==> src/rtl/hazard_ctrl_sb_if.sv <==
// Handshake bundle between the pipeline control logic and the scoreboard hazard controller.
interface hazard_ctrl_sb_if #(
    parameter int REG_W = 5,
    parameter int CNT_W = 32
);
    logic             ihit;
    logic             mem_req;
    logic             dhit;
    logic             id_valid;
    logic [REG_W-1:0] id_rs;
    logic [REG_W-1:0] id_rt;
    logic             id_use_rs;
    logic             id_use_rt;
    logic [REG_W-1:0] id_dst;
    logic             id_wen;
    logic             id_load;
    logic             id_jump;
    logic             ex_jr;
    logic             id_halt;
    logic             br_taken;
    logic [3:0]       en;
    logic [3:0]       flush;
    logic             pc_en;
    logic             iren;
    logic             halt;
    logic             hz_stall;
    logic [CNT_W-1:0] stall_cnt;

    modport master (
        output ihit, mem_req, dhit, id_valid, id_rs, id_rt, id_use_rs, id_use_rt,
               id_dst, id_wen, id_load, id_jump, ex_jr, id_halt, br_taken,
        input  en, flush, pc_en, iren, halt, hz_stall, stall_cnt
    );

    modport slave (
        input  ihit, mem_req, dhit, id_valid, id_rs, id_rt, id_use_rs, id_use_rt,
               id_dst, id_wen, id_load, id_jump, ex_jr, id_halt, br_taken,
        output en, flush, pc_en, iren, halt, hz_stall, stall_cnt
    );
endinterface

==> src/rtl/hazard_ctrl_sb.sv <==
// Scoreboard hazard controller: per-register pending-write counters, EX/MEM destination
// shadows, draining halt FSM and a saturating data-hazard stall counter.
module hazard_ctrl_sb #(
    parameter int NREGS        = 32,
    parameter int REG_W        = 5,
    parameter int LOAD_LAT     = 1,
    parameter int ALU_LAT      = 0,
    parameter int DRAIN_CYCLES = 3,
    parameter int CNT_W        = 32
) (
    input  logic            CLK,
    input  logic            RST,
    hazard_ctrl_sb_if.slave hz
);
    localparam int MAX_LAT = (LOAD_LAT > ALU_LAT) ? LOAD_LAT : ALU_LAT;
    localparam int PEND_W  = (MAX_LAT < 1) ? 1 : $clog2(MAX_LAT + 1);
    localparam int DRN_W   = (DRAIN_CYCLES < 1) ? 1 : $clog2(DRAIN_CYCLES + 1);

    typedef enum logic [1:0] {RUN, DRAIN, HALTED} state_t;

    state_t            state, state_nxt;
    logic [PEND_W-1:0] pend [NREGS];
    logic [DRN_W-1:0]  drain_cnt;
    logic [REG_W-1:0]  dst_p1, dst_p2;
    logic              vld_p1, vld_p2;
    logic [CNT_W-1:0]  stall_cnt_q;

    logic [3:0] en_c, flush_c;
    logic       pc_en_c, iren_c, hz_stall_c;
    logic       frozen, br_act, hazard, issue;

    function automatic logic [CNT_W-1:0] sat_inc(input logic [CNT_W-1:0] v);
        return (&v) ? v : v + 1'b1;
    endfunction

    function automatic logic is_pend(input logic [REG_W-1:0] r);
        logic p;
        p = 1'b0;
        for (int i = 1; i < NREGS; i++)
            if (r == REG_W'(i) && pend[i] != '0) p = 1'b1;
        return p;
    endfunction

    always_comb begin
        en_c       = 4'b1111;
        flush_c    = 4'b0000;
        pc_en_c    = 1'b1;
        iren_c     = 1'b1;
        hz_stall_c = 1'b0;
        frozen     = 1'b0;
        state_nxt  = state;
        br_act     = hz.br_taken && (state != HALTED);
        hazard     = hz.id_valid && ((hz.id_use_rs && is_pend(hz.id_rs)) ||
                                     (hz.id_use_rt && is_pend(hz.id_rt)));
        if (state == HALTED) begin
            en_c    = 4'b0000;
            pc_en_c = 1'b0;
            iren_c  = 1'b0;
        end else if (hz.br_taken) begin
            flush_c   = 4'b0111;
            state_nxt = RUN;
        end else if (hz.mem_req && !hz.dhit) begin
            // Freeze leaves every latch holding; a flush here would drop the ID/EX contents.
            frozen  = 1'b1;
            en_c    = 4'b0000;
            pc_en_c = 1'b0;
            iren_c  = (state != DRAIN);
        end else if (state == DRAIN) begin
            en_c[0]    = 1'b0;
            flush_c[1] = 1'b1;
            pc_en_c    = 1'b0;
            iren_c     = 1'b0;
            if (drain_cnt <= DRN_W'(1)) state_nxt = HALTED;
        end else if (hz.ex_jr) begin
            flush_c = 4'b0011;
        end else if (hazard) begin
            en_c[0]    = 1'b0;
            flush_c[1] = 1'b1;
            pc_en_c    = 1'b0;
            hz_stall_c = 1'b1;
        end else if (hz.id_jump) begin
            flush_c[0] = 1'b1;
        end else if (hz.id_halt) begin
            en_c[0]    = 1'b0;
            flush_c[1] = 1'b1;
            pc_en_c    = 1'b0;
            iren_c     = 1'b0;
            state_nxt  = DRAIN;
        end else if (!hz.ihit) begin
            pc_en_c    = 1'b0;
            flush_c[0] = 1'b1;
        end
        issue = en_c[1] && !flush_c[1] && hz.id_valid && hz.id_wen && (hz.id_dst != '0);
    end

    assign hz.en        = en_c;
    assign hz.flush     = flush_c;
    assign hz.pc_en     = pc_en_c;
    assign hz.iren      = iren_c;
    assign hz.hz_stall  = hz_stall_c;
    assign hz.halt      = (state == HALTED);
    assign hz.stall_cnt = stall_cnt_q;

    // Control state: FSM, scoreboard, shadow valids, stall counter
    always_ff @(posedge CLK) begin
        if (RST) begin
            state       <= RUN;
            vld_p1      <= 1'b0;
            vld_p2      <= 1'b0;
            stall_cnt_q <= '0;
            for (int i = 0; i < NREGS; i++) pend[i] <= '0;
        end else begin
            state <= state_nxt;
            if (hz_stall_c) stall_cnt_q <= sat_inc(stall_cnt_q);
            if (!frozen) begin
                vld_p1 <= issue && !br_act;
                vld_p2 <= vld_p1 && !br_act;
                for (int i = 0; i < NREGS; i++) begin
                    if (issue && hz.id_dst == REG_W'(i))
                        pend[i] <= hz.id_load ? PEND_W'(LOAD_LAT) : PEND_W'(ALU_LAT);
                    else if (br_act && ((vld_p1 && dst_p1 == REG_W'(i)) ||
                                        (vld_p2 && dst_p2 == REG_W'(i))))
                        pend[i] <= '0;
                    else if (pend[i] != '0)
                        pend[i] <= pend[i] - 1'b1;
                end
            end
        end
    end

    // Drain counter is always loaded on entry to DRAIN, so it needs no reset
    always_ff @(posedge CLK) begin
        if (state == RUN && state_nxt == DRAIN)
            drain_cnt <= DRN_W'(DRAIN_CYCLES);
        else if (state == DRAIN && !frozen && drain_cnt != '0)
            drain_cnt <= drain_cnt - 1'b1;
    end

    // EX/MEM destination shadows (data only)
    always_ff @(posedge CLK) begin
        if (!frozen) begin
            dst_p1 <= hz.id_dst;
            dst_p2 <= dst_p1;
        end
    end
endmodule

==> src/flat_wrapper.sv <==
// flat-port wrapper written by rule: the top's interface ports become plain ports
module hazard_ctrl_sb_flat 
#(
    parameter int NREGS        = 32,
    parameter int REG_W        = 5,
    parameter int LOAD_LAT     = 1,
    parameter int ALU_LAT      = 0,
    parameter int DRAIN_CYCLES = 3,
    parameter int CNT_W        = 32
)
  (CLK, RST, hz_ihit, hz_mem_req, hz_dhit, hz_id_valid, hz_id_rs, hz_id_rt, hz_id_use_rs, hz_id_use_rt, hz_id_dst, hz_id_wen, hz_id_load, hz_id_jump, hz_ex_jr, hz_id_halt, hz_br_taken, hz_en, hz_flush, hz_pc_en, hz_iren, hz_halt, hz_hz_stall, hz_stall_cnt);
  hazard_ctrl_sb_if #(.REG_W(REG_W), .CNT_W(CNT_W)) hz_i ();
  input  logic CLK;
  input  logic RST;
  input wire logic [$bits(hz_i.ihit)-1:0] hz_ihit;
  input wire logic [$bits(hz_i.mem_req)-1:0] hz_mem_req;
  input wire logic [$bits(hz_i.dhit)-1:0] hz_dhit;
  input wire logic [$bits(hz_i.id_valid)-1:0] hz_id_valid;
  input wire logic [$bits(hz_i.id_rs)-1:0] hz_id_rs;
  input wire logic [$bits(hz_i.id_rt)-1:0] hz_id_rt;
  input wire logic [$bits(hz_i.id_use_rs)-1:0] hz_id_use_rs;
  input wire logic [$bits(hz_i.id_use_rt)-1:0] hz_id_use_rt;
  input wire logic [$bits(hz_i.id_dst)-1:0] hz_id_dst;
  input wire logic [$bits(hz_i.id_wen)-1:0] hz_id_wen;
  input wire logic [$bits(hz_i.id_load)-1:0] hz_id_load;
  input wire logic [$bits(hz_i.id_jump)-1:0] hz_id_jump;
  input wire logic [$bits(hz_i.ex_jr)-1:0] hz_ex_jr;
  input wire logic [$bits(hz_i.id_halt)-1:0] hz_id_halt;
  input wire logic [$bits(hz_i.br_taken)-1:0] hz_br_taken;
  output wire logic [$bits(hz_i.en)-1:0] hz_en;
  output wire logic [$bits(hz_i.flush)-1:0] hz_flush;
  output wire logic [$bits(hz_i.pc_en)-1:0] hz_pc_en;
  output wire logic [$bits(hz_i.iren)-1:0] hz_iren;
  output wire logic [$bits(hz_i.halt)-1:0] hz_halt;
  output wire logic [$bits(hz_i.hz_stall)-1:0] hz_hz_stall;
  output wire logic [$bits(hz_i.stall_cnt)-1:0] hz_stall_cnt;
  assign hz_i.ihit = hz_ihit;
  assign hz_i.mem_req = hz_mem_req;
  assign hz_i.dhit = hz_dhit;
  assign hz_i.id_valid = hz_id_valid;
  assign hz_i.id_rs = hz_id_rs;
  assign hz_i.id_rt = hz_id_rt;
  assign hz_i.id_use_rs = hz_id_use_rs;
  assign hz_i.id_use_rt = hz_id_use_rt;
  assign hz_i.id_dst = hz_id_dst;
  assign hz_i.id_wen = hz_id_wen;
  assign hz_i.id_load = hz_id_load;
  assign hz_i.id_jump = hz_id_jump;
  assign hz_i.ex_jr = hz_ex_jr;
  assign hz_i.id_halt = hz_id_halt;
  assign hz_i.br_taken = hz_br_taken;
  assign hz_en = hz_i.en;
  assign hz_flush = hz_i.flush;
  assign hz_pc_en = hz_i.pc_en;
  assign hz_iren = hz_i.iren;
  assign hz_halt = hz_i.halt;
  assign hz_hz_stall = hz_i.hz_stall;
  assign hz_stall_cnt = hz_i.stall_cnt;
  hazard_ctrl_sb #(.NREGS(NREGS), .REG_W(REG_W), .LOAD_LAT(LOAD_LAT), .ALU_LAT(ALU_LAT), .DRAIN_CYCLES(DRAIN_CYCLES), .CNT_W(CNT_W)) u_core (.CLK(CLK), .RST(RST), .hz(hz_i));
endmodule
==> config.mk <==
export PLATFORM = sky130hd
export DESIGN_NAME = hazard_ctrl_sb_flat
export DESIGN_NICKNAME = d
export VERILOG_FILES = /design/src/rtl/hazard_ctrl_sb_if.sv /design/src/rtl/hazard_ctrl_sb.sv /design/src/flat_wrapper.sv
export SDC_FILE = /design/constraint.sdc
export NUM_CORES = 1
export LEC_CHECK = 0
export BUFFER_PORTS_ARGS = -buffer_cell sky130_fd_sc_hd__buf_2
export CELL_PAD_IN_SITES_DETAIL_PLACEMENT = 0
export CELL_PAD_IN_SITES_GLOBAL_PLACEMENT = 1
export CORE_ASPECT_RATIO = 1.1
export CORE_UTILIZATION = 40
export CTS_CLUSTER_DIAMETER = 60
export DETAILED_ROUTE_END_ITERATION = 8
export GPL_TIMING_DRIVEN = 1
export HOLD_SLACK_MARGIN = 0.12
export PLACE_DENSITY_LB_ADDON = 0.15
export RECOVER_POWER = 100
export SYNTH_ARGS = -nofsm -noshare
export SYNTH_HDL_FRONTEND = slang
export SYNTH_SLANG_ARGS = --single-unit
==> constraint.sdc <==
create_clock -name CLK -period 3.4 [get_ports CLK]
set_clock_uncertainty 0.15 [all_clocks]
set_input_delay 0.51 -clock CLK [delete_from_list [all_inputs] [get_ports CLK]]
set_output_delay 0.51 -clock CLK [all_outputs]
set_load 0.02 [all_outputs]
==> results of run 1 <==
[placed cells by master (no fill, tap or decap), drive strengths merged, types with 4 or more instances in the layout]
cell type / instances
nor3: 10
clkbuf: 53
o22ai: 32
nand3b: 7
a22oi: 4
buf: 63
nor2: 100
and3: 5
nand2b: 12
nor2b: 17
or4: 16
o211ai: 4
nand2: 47
mux2i: 7
a31o: 4
or2: 4
o21ai: 62
o31ai: 31
edfxtp: 41
mux2: 7
or3: 13
dfxtp: 38
nor4: 5
inv: 18
nand3: 32
nand4: 18
a21oi: 70
[path summary, 6_finish.rpt]
check                                              from                      end  slack [ps]  cells after the start
worst max-delay path                    u_core.pend[15]                 hz_en[0]           5                     10
worst min-delay path                       hz_id_dst[4]         u_core.dst_p1[4]         320                      1
worst max register to register          u_core.pend[15]          u_core.pend[25]         140                     13
worst min register to register  u_core.hz.stall_cnt[23]  u_core.hz.stall_cnt[23]         350                      2
[registers in the layout (all words and copies together) (netlist names)]
signal and count:
u_core.drain_cnt 2, u_core.dst_p1 5, u_core.dst_p2 5, u_core.hz.stall_cnt 32, u_core.pend 31, u_core.state 2
u_core.vld_p1 1, u_core.vld_p2 1
[through the flow]
| stage | power (mW) | utilization | setup slack, ps | TNS, ps |
|---|---|---|---|---|
| after global placement | 1.48 | 0.453 | -3.05 | -3.05 |
| final | 2.48 | 0.479 | 5.45 | 0 |
| after detailed placement | 1.49 | 0.453 | -9.18 | -9.18 |
| after global routing | 2.59 | 0.479 | -114 | -290 |
| after floorplan | 1.35 | - | 178 | 0 |
| after CTS | 2.49 | 0.478 | 1.22 | 0 |
[what timing repair did]
action | 4_1_cts | 5_1_grt
resized for setup | 6 | 8
hold buffers | 0 | 0
pin swaps | 6 | 6
setup endpoints to repair | 5 | 4
cloned | 0 | 0
buffers inserted | 3 | 5
[cell families after synthesis]
logic type / after synthesis / share of synthesized area
adder cells (fa/ha/maj): 3 / 0.00689
XOR/XNOR: 3 / 0.00482
other: 1 / 0.000688
AND/OR/NAND/NOR: 300 / 0.281
AO/OA/AOI/OAI: 226 / 0.249
buffers and inverters: 67 / 0.0565
flip-flops: 79 / 0.365
multiplexers: 16 / 0.0363
[final cells by class]
class | instances | area (um2) | area share
Timing Repair Buffer | 105 | 581 | 0.0914
Inverter | 17 | 63.8 | 0.0100
Multi-Input combinational cell | 549 | 3180 | 0.501
Tap cell | 184 | 230 | 0.0363
Clock buffer | 11 | 243 | 0.0382
Sequential cell | 79 | 1990 | 0.314
Clock inverter | 5 | 56.3 | 0.00887
[where the power goes]
part | internal [mW] | switching, mW
combinational | 0.149 | 0.233
clock | 0.590 | 0.398
sequential | 1.06 | 0.0567
[layer usage]
metal	vias to the layer above	global-route usage	share of wire
li1	2741	-	-
met1	2702	0.338	0.42
met2	236	0.432	0.49
met3	50	0.0496	0.061
met4	0	0.108	0.033
met5	-	0	0
[critical path, cell delays in order, from the launching register on]
cell and delay [ps]:
edfxtp_1 450, mux4_2 490, nand3_1 90, nand4_1 80, o31a_1 290, a32o_2 290, buf_6 140, nor2_4 140
o211ai_1 110, a21oi_1 160, buf_4 160
==> metrics.txt, run 1 <==
Area Overhead vs Synth=16.5%; first-pass GRT wire length=29.1 mm; DR iter-0 viols=about 450; Die ar.=0.0141 mm2; IO Count=73; share of layout cells above drive strength 1=0.137; Worst-Skew Late Latency=approximately 350 ps; Crit Path Category=reg2out; Leak=2.12 nW; DRC=0; maximum clock insertion buffer count=2; synthesized area=roughly 0.0055 mm2; CTS clock-pin slew for the worst setup and hold paths=about 60 ps; dpl cell area=0.00600 mm2; Seq/Total Area, Yosys=0.365; PwrDens=391 mW/mm2; EDFF count, synth=41; Yosys reg bits=79; Syn. warnings=0; DRT Pass-1 Iters=6; H-tree levels=3; Min Hold Slack=323 ps; IO buf count=71; Die Wd=roughly 110 um; GRT overflow=0; fin crit period=3390 ps; CP Launch Type=register; Placer Congestion=0.908; nets@finish=793; fin area=0.00635 mm2; Mapped Nets=727; initial antenna violation count=0; via count=5,729; starting density of the core=0.411; post-synthesis cell type count=66; worst vdd ir=between 0.3 and 0.4 mV; Final setup viols=0; Filler Cell Count=1,378; Max Cap Viol=0; critical path data arrival time=2730 ps; gr usage total=0.263; antenna cells=0; Post-synth top flop=edfxtp_1; TritonCTS Sinks=79; CTS Buf Count=9; vias in the first global route=5,373; cell taking the most area after synthesis=edfxtp_1; die height=124 um; Hold/Removal Path Class=in2reg; Inst Count DP=926; FP Rows=44; Max-slew headroom=0.440; status=finished clean; Final Hold Fails=0; Peak Freq=295 MHz; most numerous cell in the Yosys netlist=nor2_1; Clk Tree Root Cell=clkbuf_16; CP required=approximately 2700 ps; WL/cell=18.9 um; final slew viol count=0; highest net fanout along the worst path=4; DRT Wirelength=17.9 mm; area share of the largest cell type after synthesis=0.226; Worst setup EP type=output port; Async SR Flop Fraction=0; post-route ant nets=0; synthesized area per cell=7.84 um2; final worst path period share=0.998; CTS tree=done; Gate Count Post-Synth=695; dpl hpwl=roughly 13 mm; top post-synthesis cells by area=edfxtp_1 23%, dfxtp_1 14%, nor2_1 6.8%, a21oi_1 6.4%, o21ai_0 5.7%; total core area=0.0133 mm2; Tightest Pin Transition=840 ps; via density per instance=6.03; synth cell count leaders=99 x nor2_1, 70 x a21oi_1, 62 x o21ai_0; Post-Layout Cell Count=between 900 and 1,000; largest net degree at the start of global routing=54; unrepaired setup endpoints after global routing=yes
Power figures use the tool's default switching activity.
==> run 2: changes to the inputs <==
--- a/config.mk
+++ b/config.mk
@@ -5,6 +5,7 @@
 export SDC_FILE = /design/constraint.sdc
 export NUM_CORES = 1
 export LEC_CHECK = 0
+export ABC_AREA = 1
 export BUFFER_PORTS_ARGS = -buffer_cell sky130_fd_sc_hd__buf_2
 export CELL_PAD_IN_SITES_DETAIL_PLACEMENT = 0
 export CELL_PAD_IN_SITES_GLOBAL_PLACEMENT = 1
@@ -15,7 +16,7 @@
 export GPL_TIMING_DRIVEN = 1
 export HOLD_SLACK_MARGIN = 0.12
 export PLACE_DENSITY_LB_ADDON = 0.15
-export RECOVER_POWER = 100
+export SLEW_MARGIN = 20
 export SYNTH_ARGS = -nofsm -noshare
 export SYNTH_HDL_FRONTEND = slang
 export SYNTH_SLANG_ARGS = --single-unit
==> run 2 against run 1 <==
Register-to-register slack gained 560 ps. Clock power is 19% higher. Global-route usage up 0.24 points. Final cell count grew 26%. Worst setup slack better by 320 ps. Critical path depth grew 4. Largest cell class unchanged.
==> metrics.txt, run 2 <==
status=finished clean; Filler Cell Count=1,610 (+17%); DRT Pass-1 Iters=5 (-1); largest net degree at the start of global routing=38 (-30%); DR iter-0 viols=525 (+16%); synth cell count leaders=266 x nand2_1, 141 x nor2_1, 97 x inv_1; vias in the first global route=6,220 (+16%); final worst path period share=0.906 (-0.0927); WL/cell=17.3 um (-8.4%); commonest cells after routing, fill and taps aside=266 x nand2_1, 140 x nor2_1, 97 x inv_1, 71 x buf_2, 57 x a21oi_1; Worst-Skew Late Latency=350 ps (about the same); TritonCTS Sinks=79 (unchanged); cell taking the most area after synthesis=edfxtp_1; Mapped Nets=975 (+34%); Gate Count Post-Synth=943 (+36%); via density per instance=5.42 (-10%); post-synthesis cell type count=39 (-41%); CTS clock-pin slew for the worst setup and hold paths=60 ps (about the same); share of layout cells above drive strength 1=0.118 (-0.0187); CTS Buf Count=9 (unchanged); final slew viol count=0 (unchanged); number of flip-flops in the largest register=32 (unchanged); Final setup viols=0 (unchanged); Worst setup EP type=output port; Final Hold Fails=0 (unchanged); Die Wd=120 um (+5.5%); Post-synth top flop=edfxtp_1; Seq/Total Area, Yosys=0.328 (-0.0378); flop2flop setup slack=700 ps (+560 ps); Syn. warnings=0 (unchanged); WHS Endpoint=u_core.dst_p1[0]; worst setup margin=321 ps (+315 ps); Crit Path Category=reg2out; FP Rows=46 (+4.5%); critical path data arrival time=2420 ps (-310 ps); highest net fanout along the worst path=17 (+13); IO Count=73 (unchanged); Peak Freq=325 MHz (+10%); first-pass GRT wire length=32.7 mm (+12%); Die ar.=0.0157 mm2 (+11%); CP required=2740 ps (about the same); top post-synthesis cells by area=edfxtp_1 20%, nand2_1 16%, dfxtp_1 13%, nor2_1 8.7%, inv_1 6.0%; fin crit period=3080 ps (-315 ps); synthesized area per cell=6.45 um2 (-18%); Hold/Removal Path Class=in2reg; PwrDens=379 mW/mm2 (-2.9%); Tot Pwr=2.64 mW (+6.4%); Clk Tree Root Cell=clkbuf_16; H-tree levels=3 (unchanged); dpl hpwl=16.0 mm (+21%); setup_tns=0 ps (unchanged); total core area=0.0146 mm2 (+10%); Critical R2R Capture=u_core.pend[29]; FF-to-FF path depth=13 (unchanged); most numerous cell in the Yosys netlist=nand2_1; Area Overhead vs Synth=14.4%; GRT overflow=0 (unchanged); via count=6,491 (+13%); Async SR Flop Fraction=0 (unchanged); synthesized area=0.00608 mm2 (+12%); unrepaired setup endpoints after global routing=no; Yosys reg bits=79 (unchanged); gr usage total=0.266 (+0.00244); Setup WS pre-CTS=390 ps (+400 ps); CTS tree=done; starting density of the core=0.416 (+0.00499); Tightest Pin Transition=718 ps (-122 ps); most common cell after layout, fill and taps aside=nand2_1; area share of the largest cell type after synthesis=0.203 (-0.0233); post_cts resized=0 (-6); Final Core Density=0.476 (-0.00281); Max Cap Viol=0 (unchanged); Post-Layout Cell Count=1,198 (+26%); # hold bufs at CTS=0 (unchanged); CP Launch Type=register; maximum clock insertion buffer count=2 (unchanged); die height=131 um (+5.5%); EDFF count, synth=41 (unchanged); Max-slew headroom=0.517 (+0.0772); Placer Congestion=0.980 (+7.9%); worst vdd ir=0.222 mV (-33%); Hold Path Origin=hz_id_dst[0]; Hold Path Depth=1 (unchanged); FF-to-FF Start=u_core.pend[16]; Post-CTS Setup Bufs=0 (-3); IO buf count=71 (unchanged); CP startpoint=u_core.pend[16]; DRC=0 (unchanged); DRT Wirelength=20.7 mm (+16%); post-route ant nets=0 (unchanged); Leak=2.75 nW (+30%); Inst Count DP=1,181 (+28%); nets@finish=1,032 (+30%); initial antenna violation count=0 (unchanged)
## run 2: cell count changes in the layout (fill, tap and decap cells not counted), sizes merged, moves of 17 or more
cell and delta:
buf +20, clkbuf -40, inv +84, nand2 +221
nand3 +25, nand4 +18, nor2 +47, nor2b -17
nor3 +27, o21ai -52, o31ai -31, xor2 +22
## run 2: power breakdown
| group | internal [mW] | switching (mW) | leakage [nW] | total, mW |
|---|---|---|---|---|
| sequential | 1.05 | 0.0528 | 0.738 | 1.11 |
| combinational | 0.106 | 0.251 | 1.84 | 0.357 |
| clock | 0.755 | 0.420 | 0.176 | 1.18 |
## run 2: area by class of cell
cell class | instances | area (um2) | share of cell area
Multi-Input combinational cell | 724 | 3530 | 0.507
Sequential cell | 79 | 1990 | 0.286
Timing Repair Buffer | 83 | 445 | 0.0640
Inverter | 103 | 387 | 0.0556
Clock buffer | 13 | 293 | 0.0421
Tap cell | 192 | 240 | 0.0345
Clock inverter | 3 | 68.8 | 0.00989
Antenna cell | 1 | 2.50 | 0.000360
## run 2: kinds of logic after synthesis
logic type                 synth area share
AOI/OAI and AO/OA                     0.119
xor gates and xnor gates             0.0389
adders and majority gates           0.00618
buffers and inverters                0.0932
DFF                                   0.328
other                              0.000617
and+or+nand+nor                       0.414
## run 2: how the worst max path moves through the flow
| stage | end | slack (ps) |
|---|---|---|
| finish | hz_flush[1] | 320 |
| global route | hz_pc_en | 110 |
| CTS | hz_flush[1] | 300 |
| detailed placement | hz_flush[0] | 390 |
| global placement | hz_flush[1] | 400 |
| floorplan | hz_flush[0] | 690 |
## run 2: critical path, cell delays in order, from the launching register on
cell      delay (ps)
edfxtp_1         440
inv_1            160
o21ai_0          140
nor2_1           100
nor2_1            50
nor2_1           110
nand2_1           60
nand2_1          130
nand2_2          130
a21oi_2          170
buf_4            240
nand2_1           90
nand2_1           60
inv_1             30
buf_2            140
## run 2: per-layer routing
layer | part of all wire | wire length, um | GRT usage | vias to the layer above
met5 | 0 | 0 | 0 | -
met4 | 0.035 | 720 | 0.112 | 0
met3 | 0.043 | 883 | 0.0430 | 38
met2 | 0.49 | 10200 | 0.457 | 189
met1 | 0.43 | 8910 | 0.326 | 2986
li1 | - | - | - | 3278
## run 2: through the flow
stage                     cell area, um2  hold slack, ps
final                               6960             251
after floorplan                     6080             307
after global routing                6950             244
after detailed placement            6590             330
after global placement              6590             324
after CTS                           6950             246
==> run 3: changes to the inputs <==
--- a/config.mk
+++ b/config.mk
@@ -5,7 +5,6 @@
 export SDC_FILE = /design/constraint.sdc
 export NUM_CORES = 1
 export LEC_CHECK = 0
-export ABC_AREA = 1
 export BUFFER_PORTS_ARGS = -buffer_cell sky130_fd_sc_hd__buf_2
 export CELL_PAD_IN_SITES_DETAIL_PLACEMENT = 0
 export CELL_PAD_IN_SITES_GLOBAL_PLACEMENT = 1
==> run 3 against run 2 <==
Register-to-register slack worse by 570 ps. Non-clock buffer count grew 22. Total power shrank 5.7%. Via count decreased by 12%. Critical endpoint is now hz_en[0]. Count of clock-buffer cells in the layout shrank 2. Hold slack worse by 2.4 ps. Largest cell class unchanged. Flip-flop and latch count unchanged. Final cell count is 21% lower. Largest power group is now registers. Utilization rose by 0.71 points.
==> metrics.txt, run 3 (synthesis gave the netlist of run 1 again) <==
status=finished clean; final worst path period share=0.994 (+0.0882); WHS Endpoint=u_core.dst_p1[4]; antenna cells=0 (-1); maximum clock insertion buffer count=2 (unchanged); Tightest Pin Transition=777 ps (+58.8 ps); fin area=0.00641 mm2 (-7.9%); first-pass GRT wire length=29.1 mm (-11%); critical path data arrival time=2720 ps (+300 ps); Hold Path Origin=hz_id_dst[4]; IO buf count=71 (unchanged); Clk pwr share=0.399 (-0.046); # hold bufs at CTS=0 (unchanged); highest net fanout along the worst path=4 (-13); die height=124 um (-5.2%); largest net degree at the start of global routing=54 (+42%); CP required=2740 ps (about the same); worst-path cell chain=mux4_2 -> nand3_1 -> nand4_1 -> o31a_1 -> a32o_2 -> buf_6 -> nor2_4 -> o211ai_1 -> a21oi_1 -> buf_4; via count=5,707 (-12%); PwrDens=388 mW/mm2 (+2.4%); Max Cap Viol=0 (unchanged); wire length on met3=1.16 mm (+31%); dpl cell area=0.00600 mm2 (-8.9%); CTS clock-pin slew for the worst setup and hold paths=60 ps (about the same); Area Overhead vs Synth=17.5%; DRT met1 WL=7.54 mm (-15%); dpl hpwl=13.2 mm (-17%); Peak Freq=296 MHz (-8.9%); total core area=0.0133 mm2 (-9.2%); FF-to-FF Start=u_core.pend[15]; worst vdd ir=0.334 mV (+50%); FP Rows=44 (-4.3%); number of flip-flops in the largest register=32 (unchanged); Placer Congestion=0.908 (-7.3%); FF-to-FF path depth=13 (unchanged); Max-slew headroom=0.482 (-0.0348); post-route ant nets=0 (unchanged); gr usage total=0.263 (-0.00244); commonest cells after routing, fill and taps aside=99 x nor2_1, 70 x a21oi_1, 67 x buf_2, 60 x o21ai_0, 47 x nand2_1; flop2flop setup slack=130 ps (-570 ps); Psw=0.692 mW (-4.4%); H-tree levels=3 (unchanged); unrepaired setup endpoints after global routing=yes; Tot Pwr=2.49 mW (-5.7%); worst setup margin=21.0 ps (-300 ps); Comb pwr share=0.155 (+0.020); CP max stage delay=480 ps (+40 ps); CP Launch Type=register; switch share=0.278 (+0.00390); DRT Pass-1 Iters=6 (+1); DRC=0 (unchanged); Die ar.=0.0141 mm2 (-10%); Final setup viols=0 (unchanged); fin crit period=3380 ps (+300 ps); vias in the first global route=5,373 (-14%); CTS Buf Count=9 (unchanged); Filler Cell Count=1,358 (-16%); Hold Path Depth=1 (unchanged); Internal Power=1.80 mW (-6.2%); Setup WS pre-CTS=-9.18 ps (-400 ps); WL/cell=18.9 um (+9.2%); nets@finish=793 (-23%); TritonCTS Sinks=79 (unchanged); starting density of the core=0.411 (-0.00499); share of layout cells above drive strength 1=0.191 (+0.0722); final slew viol count=0 (unchanged); initial antenna violation count=0 (unchanged); DR iter-0 viols=462 (-12%); Crit Path Category=reg2out; via density per instance=6.01 (+11%); Hold/Removal Path Class=in2reg; Inst Count DP=926 (-22%); CTS tree=done; Final Hold Fails=0 (unchanged); Worst setup EP type=output port; Seq pwr share=0.447 (+0.027); Clk Tree Root Cell=clkbuf_16; Worst-Skew Late Latency=350 ps (about the same); DRT Wirelength=17.9 mm (-13%); IO Count=73 (unchanged); most common cell after layout, fill and taps aside=nor2_1; Slowest-stage cell, CP=mux4_2; Critical R2R Capture=u_core.pend[27]; met2 wire len=8.63 mm (-15%); GRT overflow=0 (unchanged); CP startpoint=u_core.pend[15]; Die Wd=113 um (-5.2%); Leak=2.28 nW (-17%); Post-Layout Cell Count=950 (-21%); DR top layer=met4
run 3: cell count changes in the layout (fill, tap and decap cells not counted), moves of 24 or more:
cell,change
nor2_1,-41
inv_1,-81
o31ai_1,+30
nor3_1,-26
nand2_1,-219
nand3_1,-24
o21ai_0,+52
buf_4,+24
run 3: worst max path at each step:
stage,end,slack (ps),cells after the start
floorplan,hz_pc_en,180,9
global placement,hz_en[0],-3,12
detailed placement,hz_en[0],-9,11
CTS,hz_en[0],1,10
global route,hz_en[0],-110,12
finish,hz_en[0],20,10
run 3: worst max-delay path, delay by kind of cell, from the launching register on:
family | cells | cell delay, ps
AOI/OAI and AO/OA | 4 | 850
buffers and inverters | 2 | 300
and+or+nand+nor | 3 | 310
DFF | 1 | 440
muxes | 1 | 480
run 3: layer usage:
layer  vias to the layer above  global-route usage
met5                         -                   0
met4                         0               0.108
met3                        41              0.0496
met2                       220               0.432
met1                      2706               0.338
li1                       2740                   -
run 3: power groups by stage:
stage	Sequential, mW	Combinational, mW	Clock [mW]
after floorplan	1.10	0.250	0
after global placement	1.13	0.347	0
after detailed placement	1.13	0.357	0
after CTS	1.11	0.369	1.01
after global routing	1.12	0.425	1.05
final	1.11	0.385	0.992
run 3: final cells by class:
class	instances	area, um2	area share
well taps	184	230	0.0359
repair buffers	105	637	0.0994
multi-input cells	549	3180	0.497
inverters	17	63.8	0.00996
clock buffers	11	243	0.0379
flip-flops and latches	79	1990	0.311
clock inverters	5	56.3	0.00879
run 3: per-stage QoR:
step                TNS, ps  hold WS, ps   util
floorplan                 0          318      -
global placement      -3.05          324  0.453
detailed placement    -9.18          340  0.453
CTS                       0          242  0.478
global route           -285          248  0.483
finish                    0          249  0.483
run 3: timing repair:
item                       4_1_cts  5_1_grt
buffers inserted                 3        5
setup endpoints to repair        5        4
gates resized for setup          6        8
pin swaps                        6        6
